## config.mk

```make
export PLATFORM = sky130hd
export DESIGN_NAME = alu_multiciclo
export DESIGN_NICKNAME = d
export VERILOG_FILES = /design/src/rtl/alu_multiciclo.sv
export SDC_FILE = /design/constraint.sdc
export NUM_CORES = 1
export LEC_CHECK = 0
export CAP_MARGIN = 5
export CORE_UTILIZATION = 35
export CTS_BUF_LIST = sky130_fd_sc_hd__clkbuf_8 sky130_fd_sc_hd__clkbuf_16
export CTS_CLUSTER_SIZE = 8
export DETAILED_ROUTE_END_ITERATION = 7
export PLACE_DENSITY_LB_ADDON = 0.05
export SYNTH_ARGS = -nofsm -noshare
export SYNTH_HDL_FRONTEND = slang
export SYNTH_SLANG_ARGS = --single-unit
```

## constraint.sdc

```tcl
create_clock -name clk -period 5.4 [get_ports clk]
set_clock_uncertainty 0.1 [all_clocks]
set_input_delay 0.81 -clock clk [delete_from_list [all_inputs] [get_ports clk]]
set_output_delay 0.81 -clock clk [all_outputs]
set_load 0.005 [all_outputs]
```

## src/rtl/alu_multiciclo.sv

```systemverilog
// Registered multi-cycle ALU: single-cycle logic/arith ops plus iterative
// unsigned multiply (shift-add) and divide (restoring) with a start/busy/done handshake.
module alu_multiciclo #(
  parameter int WIDTH = 32,
  parameter int CNT_W = $clog2(WIDTH) + 1
) (
  input  logic             clk,
  input  logic             rst_n,
  input  logic             start,
  input  logic [WIDTH-1:0] op1,
  input  logic [WIDTH-1:0] op2,
  input  logic [3:0]       selOp,
  output logic             busy,
  output logic             done,
  output logic [WIDTH-1:0] resultado,
  output logic [WIDTH-1:0] resultadoHi,
  output logic             zeroFlag,
  output logic             divZero
);

  localparam logic [3:0] OP_AND   = 4'b0000;
  localparam logic [3:0] OP_OR    = 4'b0001;
  localparam logic [3:0] OP_ADD   = 4'b0010;
  localparam logic [3:0] OP_SUB   = 4'b0110;
  localparam logic [3:0] OP_SLT   = 4'b0111;
  localparam logic [3:0] OP_NOR   = 4'b1100;
  localparam logic [3:0] OP_MULTU = 4'b1000;
  localparam logic [3:0] OP_DIVU  = 4'b1001;

  // Counter preloads to all-ones so WIDTH steps run at -1..WIDTH-2 and the
  // WIDTH-1 cycle is the write-back into the output registers.
  localparam logic [CNT_W-1:0] CNT_LAST = CNT_W'(WIDTH - 1);
  localparam logic [CNT_W-1:0] CNT_PRE  = {CNT_W{1'b1}};
  localparam logic [CNT_W-1:0] CNT_ONE  = {{(CNT_W-1){1'b0}}, 1'b1};

  typedef enum logic [2:0] {
    S_IDLE = 3'd0,
    S_EXEC = 3'd1,
    S_MUL  = 3'd2,
    S_DIV  = 3'd3,
    S_FIN  = 3'd4
  } state_t;

  state_t           state_r, state_s;
  logic [3:0]       sel_r;
  logic [WIDTH-1:0] a_r, b_r, hi_r, lo_r;
  logic [CNT_W-1:0] cnt_r;
  logic             accept_s, iter_s, wb_s;
  logic [WIDTH:0]   madd_s, dtrial_s;
  logic [WIDTH-1:0] exec_res_s, exec_hi_s;
  logic             exec_upd_s, exec_dz_s;

  // State register
  always_ff @(posedge clk or negedge rst_n) begin
    if (!rst_n) state_r <= S_IDLE;
    else        state_r <= state_s;
  end

  // Next-state logic and datapath strobes
  always_comb begin
    state_s  = state_r;
    accept_s = 1'b0;
    iter_s   = 1'b0;
    wb_s     = 1'b0;
    case (state_r)
      S_IDLE: begin
        if (start) begin
          accept_s = 1'b1;
          if (selOp == OP_MULTU)                                state_s = S_MUL;
          else if (selOp == OP_DIVU && op2 != {WIDTH{1'b0}})    state_s = S_DIV;
          else                                                  state_s = S_EXEC;
        end else begin
          state_s = S_IDLE;
        end
      end
      S_EXEC: state_s = S_FIN;
      S_MUL, S_DIV: begin
        if (cnt_r == CNT_LAST) begin
          wb_s    = 1'b1;
          state_s = S_FIN;
        end else begin
          iter_s  = 1'b1;
        end
      end
      S_FIN:   state_s = S_IDLE;
      default: state_s = S_IDLE;
    endcase
  end

  // Shift-add partial sum and restoring-division trial subtraction
  always_comb begin
    madd_s   = {1'b0, hi_r} + ({(WIDTH+1){lo_r[0]}} & {1'b0, a_r});
    dtrial_s = {hi_r, lo_r[WIDTH-1]} - {1'b0, b_r};
  end

  // Single-cycle op results; unknown codes leave the outputs untouched
  always_comb begin
    exec_upd_s = 1'b1;
    exec_res_s = {WIDTH{1'b0}};
    exec_hi_s  = {WIDTH{1'b0}};
    exec_dz_s  = 1'b0;
    case (sel_r)
      OP_AND:  exec_res_s = a_r & b_r;
      OP_OR:   exec_res_s = a_r | b_r;
      OP_ADD:  exec_res_s = a_r + b_r;
      OP_SUB:  exec_res_s = a_r - b_r;
      OP_SLT:  exec_res_s = {{(WIDTH-1){1'b0}}, (a_r < b_r)};
      OP_NOR:  exec_res_s = ~(a_r | b_r);
      OP_DIVU: begin
        exec_res_s = {WIDTH{1'b1}};
        exec_hi_s  = a_r;
        exec_dz_s  = 1'b1;
      end
      default: exec_upd_s = 1'b0;
    endcase
  end

  // Operand capture and iterative multiply/divide registers
  always_ff @(posedge clk or negedge rst_n) begin
    if (!rst_n) begin
      sel_r <= 4'b0000;
      a_r   <= {WIDTH{1'b0}};
      b_r   <= {WIDTH{1'b0}};
      hi_r  <= {WIDTH{1'b0}};
      lo_r  <= {WIDTH{1'b0}};
      cnt_r <= {CNT_W{1'b0}};
    end else if (accept_s) begin
      sel_r <= selOp;
      a_r   <= op1;
      b_r   <= op2;
      hi_r  <= {WIDTH{1'b0}};
      lo_r  <= (selOp == OP_MULTU) ? op2 : op1;
      cnt_r <= CNT_PRE;
    end else if (iter_s) begin
      cnt_r <= cnt_r + CNT_ONE;
      if (state_r == S_MUL) begin
        hi_r <= madd_s[WIDTH:1];
        lo_r <= {madd_s[0], lo_r[WIDTH-1:1]};
      end else if (!dtrial_s[WIDTH]) begin
        hi_r <= dtrial_s[WIDTH-1:0];
        lo_r <= {lo_r[WIDTH-2:0], 1'b1};
      end else begin
        hi_r <= {hi_r[WIDTH-2:0], lo_r[WIDTH-1]};
        lo_r <= {lo_r[WIDTH-2:0], 1'b0};
      end
    end
  end

  // Registered outputs: written only on the edge into FIN
  always_ff @(posedge clk or negedge rst_n) begin
    if (!rst_n) begin
      busy        <= 1'b0;
      done        <= 1'b0;
      resultado   <= {WIDTH{1'b0}};
      resultadoHi <= {WIDTH{1'b0}};
      zeroFlag    <= 1'b0;
      divZero     <= 1'b0;
    end else begin
      busy <= (state_s == S_EXEC) || (state_s == S_MUL) || (state_s == S_DIV);
      if (state_r == S_EXEC) begin
        done    <= 1'b1;
        divZero <= exec_dz_s;
        if (exec_upd_s) begin
          resultado   <= exec_res_s;
          resultadoHi <= exec_hi_s;
          zeroFlag    <= (exec_res_s == {WIDTH{1'b0}});
        end
      end else if (wb_s) begin
        done        <= 1'b1;
        divZero     <= 1'b0;
        resultado   <= lo_r;
        resultadoHi <= hi_r;
        zeroFlag    <= (lo_r == {WIDTH{1'b0}});
      end else begin
        done <= 1'b0;
      end
    end
  end

endmodule

```

-- Yosys cells after proc, flatten, opt, wreduce, memory -nomap -nowiden
Index checks and enable logic that the tools add are counted.
- equality and inequality tests: 16
- bitwise operators: 4
- $add $sub $neg: 5
- $lt $le $gt $ge: 1
- muxes and demuxes: 39
- reduce and logical (&&, ||, !) cells: 13
- operator list (kind ; number):
    32-bit two-way mux ; 15
    32-bit one-hot mux with 7 select lines ; 1
    32-bit zero test ; 2
    32-bit by 33-bit adder with 33-bit output ; 1
    33-bit by 32-bit AND with 33-bit output ; 1
    33-bit by 32-bit subtractor with 33-bit output ; 1
    32-bit adder ; 1
    32-bit AND ; 1
    32-bit < comparator ; 1
    32-bit inverter ; 1
    32-bit OR ; 1
    32-bit nonzero test ; 1
    32-bit subtractor ; 1
    4-bit equality test (second input constant) ; 4
    1-bit two-way mux ; 16
    3-bit by 2-bit equality test with 1-bit output (second input constant) ; 4
    6-bit two-way mux ; 2
    3-bit one-hot mux with 3 select lines ; 1
    4-bit by 3-bit equality test with 1-bit output (second input constant) ; 2
    7-bit OR reduction ; 1
    6-bit by 1-bit adder with 6-bit output (second input constant) ; 1
    3-bit by 1-bit equality test with 1-bit output (second input constant) ; 2
    6-bit by 5-bit equality test with 1-bit output (second input constant) ; 1
    3-bit two-way mux ; 2
    11 further kinds ; 14
- output and inout bits: 68
- bits in registers: 209
- word-level logic and storage cells: 91

-- Longest topological paths before layout
Gate-level depths: netlist of run 1.
- depth after elaboration: 9
- mapped depth: 17
- gate-level depth less buffers: 15

-- Worst setup path before layout of run 1
Ideal clock, no wire load.
- path type: reg2reg
- from: reg lo_r[0]
- to: reg hi_r[29]
- buffers on the path: 2
- arrival time: 3.405 ns
- clock period less this slack: 3.588 ns
- required time: 5.217 ns
- path slack: 1.812 ns
- stages on the path, launching flop included: 17
- cell sequence: dfrtp_1 clkbuf_1 clkbuf_1 and2_1 ha_1 fa_1 a21oi_1 o31ai_1 a211oi_1 o22ai_1 o31ai_1 nand3_1 a221o_1 a31oi_1 xnor2_1 o21ai_0 o21ai_0
- word-level cells in the longest chain between the ends: 5
- RTL lines (what ; line ; RTL):
    start, declared ; 46 ; logic [WIDTH-1:0] a_r, b_r, hi_r, lo_r;
    start signal, assigned ; 125 ; lo_r <= {WIDTH{1'b0}};
    start signal, assigned ; 132 ; lo_r <= (selOp == OP_MULTU) ? op2 : op1;
    start signal, assigned ; 138 ; lo_r <= {madd_s[0], lo_r[WIDTH-1:1]};
    33-bit by 32-bit AND with 33-bit output ; 92 ; madd_s = {1'b0, hi_r} + ({(WIDTH+1){lo_r[0]}} & {1'b0, a_r});
    32-bit by 33-bit adder with 33-bit output ; 92 ;
    32-bit two-way mux ; 136 ; if (state_r == S_MUL) begin
    32-bit two-way mux ; 134 ; end else if (iter_s) begin
    32-bit two-way mux ; 127 ; end else if (accept_s) begin
    end signal, assigned ; 131 ; hi_r <= {WIDTH{1'b0}};
    end signal, assigned ; 137 ; hi_r <= madd_s[WIDTH:1];
    end signal, assigned ; 140 ; hi_r <= dtrial_s[WIDTH-1:0];
    end, declared ; 46 ;
Every way passes these cells. The select of a mux whose other input is x is not followed.
A chain may end at the register's enable or synchronous reset.

-- Worst setup path after layout of run 1
- from: reg lo_r[31]
- to: reg hi_r[6]
- word-level cells in the longest chain between the ends: 5
- RTL lines (what ; line ; RTL):
    33-bit by 32-bit subtractor with 33-bit output ; 93 ; dtrial_s = {hi_r, lo_r[WIDTH-1]} - {1'b0, b_r};
    32-bit two-way mux ; 139 ; end else if (!dtrial_s[WIDTH]) begin
    32-bit two-way mux ; 136 ;
    32-bit two-way mux ; 134 ;
    32-bit two-way mux ; 127 ;
Every way passes these cells. The select of a mux whose other input is x is not followed.

==> impl_metrics.csv, run 1 <==
group,metric,value,unit
run_status,status,"finished, final reports clean",
global_route,grt.total_usage,0.307,
clocking,clock_latency,0.57,ns
placement,placed_cells,3171,
synthesis,ys_ff_latch,209,
sta,setup_tns,0,ns
final_layout,area_growth,17.2,%
placement,dp_hpwl,64.9,mm
final_layout,layout_common_cells,"291 x nand2_1, 280 x a21oi_1, 218 x o21ai_0, 209 x dfrtp_1, 201 x nor2_1",
sta,slew_headroom,0.233,
sta,max_clock_freq,213,MHz
setup_path,worstPathArrival,5.04,ns
die,dieArea,55200,um2
min_path,min_path_type,"primary input to asynchronous set/reset pin",
detailed_routing,vias_per_cell,5.98,
clocking,clkSinkCount,209,
power,power,17300,uW
final_layout,post-route-util,0.414,
clocking,clk_pin_slew,0.05,ns
clocking,hold_buffers,0,
synthesis,synth_nets,2669,
final_layout,fin_nets,2759,
synthesis,syn-cell-area,19000,um2
setup_path,cp-end-kind,"register",
synthesis,synth_flop_cell,"dfrtp_1",
synthesis,synth-edff-count,0,
die,coreArea,53700,um2
setup_path,crit_fanout,26,
power,irDropWorstVdd,0.000326,V
detailed_routing,antenna_left,0,
synthesis,syn_area_per_cell,7.85,um2
placement,portBuffers,138,
placement,place_congestion,0.951,
sta,finalWorstSetupSlack,0.715,ns
global_route,grt_pass1_vias,19100,
power,p_per_area,776,nW/um2
global_route,antenna_found_initial,1,
die,fp.dieW,235,um
detailed_routing,vias,19200,
final_layout,stdcell_count,3220,
setup_path,path_class,"register to register",
synthesis,synthArstFlopShare,1.00,
detailed_routing,avgRoutedWirePerCell,26.5,um
detailed_routing,drtPass1Iterations,5,
clocking,postCtsSetupBuffers,0,
global_route,grt_max_degree,128,
clocking,numCtsBuffers,34,
synthesis,syn_inst,2421,
sta,min_period,4.69,ns
synthesis,synthDistinctLibCells,97,
sta,setup_viol,0,
sta,fin_crit_sh,0.868,
die,io_pins,139,
power,power_leakage,0.00975,uW
synthesis,synth_seq_area_share,0.275,
setup_path,setup.worst_path.start_class,"register",
flow_run,max_cap_viol_count,0,
synthesis,yosys_warnings,0,
global_route,gr-total-overflow,0,
die,die_h,235,um
detailed_routing,drc,0,
detailed_routing,drt_iter0_markers,1695,
clocking,ctsResizeCount,0,
global_route,grt_pass1_wl,127,mm
detailed_routing,finalWirelength,85.4,mm
die,rows,85,
final_layout,drive_above_1_share,0.0757,
sta,grt_setup_unrepaired,"no",
final_layout,final_common_cell,"nand2_1",
clocking,root_buffer,"clkbuf_16",
sta,hold_viol_final,0,
sta,drv_slew,0,
die,start_util,0.354,
clocking,cts_tree,"yes",
clocking,cts.path.max_buffers,3,
clocking,h-tree-depth,2,
sta,worst_pin_slew,1.15,ns
setup_path,cp.required,5.75,ns
placement,pre_cts_ws,0.743,ns
[per-layer routing]
metal | track usage | share of wire | vias to the layer above
li1 | - | - | 8984
met1 | 0.423 | 0.46 | 9465
met2 | 0.470 | 0.43 | 675
met3 | 0.0645 | 0.072 | 120
met4 | 0.116 | 0.037 | 0
met5 | 0 | 0 | -
[critical path, stage by stage, from the launching register on]
cell and delay [ns]:
dfrtp_1 0.43, inv_1 0.20, ha_1 0.22, inv_1 0.06
fa_1 0.41, a21o_1 0.18, a21oi_1 0.29, o21ai_0 0.19
nand3_1 0.13, a31oi_1 0.24, o21ai_0 0.29, mux2_2 0.47
nand2_2 0.61, buf_12 0.24, mux2i_1 0.22, a21oi_1 0.09
a21o_1 0.18
[worst paths after layout]
path / cells after the start / slack, ns / to / from
worst max-delay path: 16 / 0.71 / hi_r[6]$_DFFE_PN0P_ / lo_r[31]$_DFFE_PN0P_
worst min-delay path: 1 / 0.23 / resultado[15]$_DFFE_PN0P_ / rst_n
worst max register to register: 16 / 0.71 / hi_r[6]$_DFFE_PN0P_ / lo_r[31]$_DFFE_PN0P_
worst min register to register: 2 / 0.38 / resultado[14]$_DFFE_PN0P_ / resultado[14]$_DFFE_PN0P_
max in group asynchronous: 2 / 3.77 / hi_r[18]$_DFFE_PN0P_ / rst_n
min in group clk: 2 / 0.38 / resultado[14]$_DFFE_PN0P_ / resultado[14]$_DFFE_PN0P_
[registers in the layout, indices dropped and copies added (netlist names), 4 cells and up]
| name | count |
|---|---|
| cnt_r | 6 |
| hi_r | 32 |
| a_r | 32 |
| resultado | 32 |
| b_r | 32 |
| resultadoHi | 32 |
| sel_r | 4 |
| lo_r | 32 |
[synthesized netlist by cell type, types with 6 or more instances]
cell type	instances	area share
o211ai_1	16	0.0063
dfrtp_1	209	0.28
nand3_1	37	0.0097
a311oi_1	12	0.0055
nand4_1	19	0.0063
nand2b_1	18	0.0059
a31oi_1	21	0.0069
a21oi_1	280	0.074
a211o_1	16	0.0074
o31ai_1	19	0.0075
or2_2	10	0.0033
and2_1	43	0.014
nor4b_1	6	0.0028
mux2i_1	39	0.021
nor2_1	206	0.041
clkbuf_1	106	0.021
a2111oi_0	8	0.0037
nor3_1	37	0.0097
a211oi_1	30	0.012
buf_1	13	0.0026
buf_2	18	0.0047
xnor2_1	39	0.018
xor2_1	22	0.010
o21bai_1	19	0.0075
mux2_2	31	0.018
nor2b_1	26	0.0086
nand2_1	293	0.058
o21ai_0	218	0.057
o21a_1	17	0.0067
a22o_1	6	0.0028
a221o_1	16	0.0084
or3_1	7	0.0023
o221ai_1	7	0.0032
inv_1	118	0.023
a221oi_1	37	0.017
o22ai_1	11	0.0036
nor4_1	24	0.0079
a21o_1	58	0.023
a31o_2	8	0.0037
ha_1	173	0.11
and3_1	12	0.0040
[per-stage QoR]
stage,cell area (um2),hold WS (ns)
global placement,21200,0.368
CTS,22300,0.249
finish,22300,0.226
global route,22300,0.296
floorplan,19000,0.373
detailed placement,21200,0.373
[cells by family after synthesis]
group / after synthesis / synth area share
AOI/OAI and AO/OA: 879 / 0.300
and+or+nand+nor: 763 / 0.185
buffers and inverters: 262 / 0.0541
DFF: 209 / 0.275
adders and majority gates: 177 / 0.118
muxes: 70 / 0.0389
xor gates and xnor gates: 61 / 0.0281
[where the power goes]
part / internal, uW / switching (uW) / total, uW
registers: 2280 / 920 / 3190
clock network: 1280 / 864 / 2140
logic: 4360 / 7570 / 11900
total: 7910 / 9350 / 17300
[final cells by class]
| type | count | area (um2) |
|---|---|---|
| Fill cell | 5524 | 31500 |
| Multi-Input combinational cell | 1950 | 12800 |
| Sequential cell | 209 | 5230 |
| Timing Repair Buffer | 195 | 1860 |
| Clock buffer | 37 | 892 |
| Tap cell | 696 | 871 |
| Inverter | 121 | 454 |
| Clock inverter | 10 | 140 |
| Antenna cell | 2 | 5.00 |
(Power assumes the default switching activity.)
==> run 2: changes to the inputs <==
--- a/config.mk
+++ b/config.mk
@@ -6,7 +6,8 @@
 export NUM_CORES = 1
 export LEC_CHECK = 0
 export CAP_MARGIN = 5
-export CORE_UTILIZATION = 35
+export CORE_MARGIN = 2
+export CORE_UTILIZATION = 43
 export CTS_BUF_LIST = sky130_fd_sc_hd__clkbuf_8 sky130_fd_sc_hd__clkbuf_16
 export CTS_CLUSTER_SIZE = 8
 export DETAILED_ROUTE_END_ITERATION = 7
==> constraint.sdc (replaced) <==
create_clock -name clk -period 3.9 [get_ports clk]
set_clock_uncertainty 0.1 [all_clocks]
set_input_delay 0.585 -clock clk [delete_from_list [all_inputs] [get_ports clk]]
set_output_delay 0.585 -clock clk [all_outputs]
set_load 0.005 [all_outputs]
==> impl_metrics.csv, run 2 (synthesis gave the netlist of run 1 again) <==
group,metric,value,unit
detailed_routing,drc,0,
min_path,hp-start,"resultado[11]$_DFFE_PN0P_",
setup_path,cp.required,4.34,ns
sta,drv_slew,0,
final_layout,area_growth,25.6,%
power,p_int,12600,uW
placement,place_area,22600,um2
final_layout,fin_nets,2959,
setup_path,crit_fanout,6,
die,coreArea,43900,um2
final_layout,fillers,4331,
die,fp.dieW,214,um
final_layout,final_cell_area,23900,um2
run_status,status,"finished, final reports clean",
die,rows,77,
detailed_routing,finalWirelength,81.6,mm
global_route,gr-total-overflow,0,
sta,setup_viol,0,
placement,portBuffers,138,
final_layout,antenna_cells,0,
sta,finalWorstSetupSlack,0.124,ns
clocking,root_buffer,"clkbuf_16",
global_route,grt.total_usage,0.348,
setup_path,cp-end-kind,"register",
sta,setup_tns,0,ns
sta,slew_headroom,0.291,
clocking,clkSinkCount,209,
die,die_h,214,um
clocking,h-tree-depth,1,
clocking,cts_tree,"yes",
clocking,clock_latency,0.60,ns
sta,fin_crit_sh,0.968,
power,power_frac_clock,0.094,
final_layout,regArea,5230,um2
flow_run,max_cap_viol_count,0,
detailed_routing,avgRoutedWirePerCell,24.7,um
setup_path,worstPathArrival,4.22,ns
final_layout,multiInputGateArea,13100,um2
min_path,holdPathEnd,"resultado[11]$_DFFE_PN0P_",
die,dieArea,45900,um2
setup_path,reg2reg_from,"a_r[5]$_DFFE_PN0P_",
clocking,cts.path.max_buffers,3,
final_layout,drive_above_1_share,0.163,
setup_path,r2r_end,"zeroFlag$_DFFE_PN0P_",
detailed_routing,antenna_left,0,
global_route,grt_pass1_vias,19800,
detailed_routing,drt_iter0_markers,1986,
power,sw_frac_of_total,0.516,
placement,pre_cts_ws,-0.0191,ns
global_route,antenna_found_initial,1,
detailed_routing,vias_per_cell,6.11,
sta,min_period,3.78,ns
setup_path,setup.worst_path.start_class,"register",
power,irDropWorstVdd,0.000506,V
setup_path,path_class,"register to register",
setup_path,reg2reg_depth,13,
power,sequentialPowerShare,0.161,
die,io_pins,139,
power,power,26100,uW
placement,dp_hpwl,63.0,mm
power,combPwrFrac,0.744,
final_layout,final_common_cell,"nand2_1",
sta,grt_setup_unrepaired,"yes",
sta,worst_pin_slew,1.06,ns
detailed_routing,vias,20200,
sta,hold_viol_final,0,
power,power_leakage,0.0108,uW
detailed_routing,drtPass1Iterations,7,
power,p_switching,13400,uW
clocking,clk_pin_slew,0.05,ns
clocking,numCtsBuffers,31,
placement,place_congestion,0.948,
die,start_util,0.432,
setup_path,regToRegSetupSlack,0.12,ns
global_route,grt_pass1_wl,123,mm
min_path,hold_depth,2,
global_route,grt_max_degree,97,
sta,max_clock_freq,265,MHz
power,p_per_area,1090,nW/um2
sta,hold_ws,0.374,ns
min_path,min_path_type,"register to register",
final_layout,layout_common_cells,"291 x nand2_1, 273 x a21oi_1, 245 x buf_4, 214 x o21ai_0, 207 x dfrtp_1",
## run 2: layout make-up
type / instances / area share
multi-input combinational: 1950 / 0.549
tap: 592 / 0.0311
sequential: 209 / 0.219
inverter: 121 / 0.0190
timing repair buffer: 398 / 0.147
clock inverter: 6 / 0.00131
clock buffer: 33 / 0.0337
## run 2: per-layer routing
layer	track usage	up-vias	part of all wire
li1	-	9377	-
met1	0.478	9948	0.44
met2	0.550	746	0.45
met3	0.0709	136	0.078
met4	0.109	0	0.033
met5	0	-	0
## run 2: how the worst max path moves through the flow
stage	startpoint	to	slack, ns	cells after the start
floorplan	lo_r[0]$_DFFE_PN0P_	hi_r[29]$_DFFE_PN0P_	0.31	16
global placement	a_r[5]$_DFFE_PN0P_	zeroFlag$_DFFE_PN0P_	0.03	14
detailed placement	b_r[10]$_DFFE_PN0P_	hi_r[29]$_DFFE_PN0P_	-0.02	17
CTS	a_r[5]$_DFFE_PN0P_	zeroFlag$_DFFE_PN0P_	0.01	14
global route	a_r[6]$_DFFE_PN0P_	zeroFlag$_DFFE_PN0P_	-0.07	17
finish	a_r[5]$_DFFE_PN0P_	zeroFlag$_DFFE_PN0P_	0.12	13
## run 2: power by group through the flow
| stage | logic (uW) | registers (uW) | clock network [uW] |
|---|---|---|---|
| after floorplan | 10800 | 3890 | 0 |
| after global placement | 18300 | 4150 | 0 |
| after detailed placement | 18400 | 4190 | 0 |
| after CTS | 18500 | 4170 | 2510 |
| after global routing | 21000 | 4320 | 2590 |
| final | 19400 | 4200 | 2460 |
## run 2: through the flow
stage,util,std cells
3_5_place_dp,0.515,3260
3_3_place_gp,0.515,3260
2_1_floorplan,-,2421
4_1_cts,0.534,3300
6_report,0.543,3309
5_1_grt,0.543,3309
## run 2: critical path, stage by stage, from the launching register on
cell and delay [ns]:
dfrtp_2 0.45, ha_1 0.31, a21o_1 0.23, o32a_1 0.37, a2111oi_4 0.39, nor2_2 0.11, a211oi_4 0.27, o31a_1 0.18
a21oi_1 0.05, or4_4 0.56, nor4_4 0.22, buf_4 0.17, and4b_1 0.18, a221o_1 0.13
## run 2: repair_timing
action | CTS | global route
hold buffers | 1 | 0
buffers inserted | 0 | 9
endpoints found under the setup margin | 1 | 8
pin swaps | 0 | 21
endpoints found under the hold margin | 84 | 0
resized for setup | 1 | 73
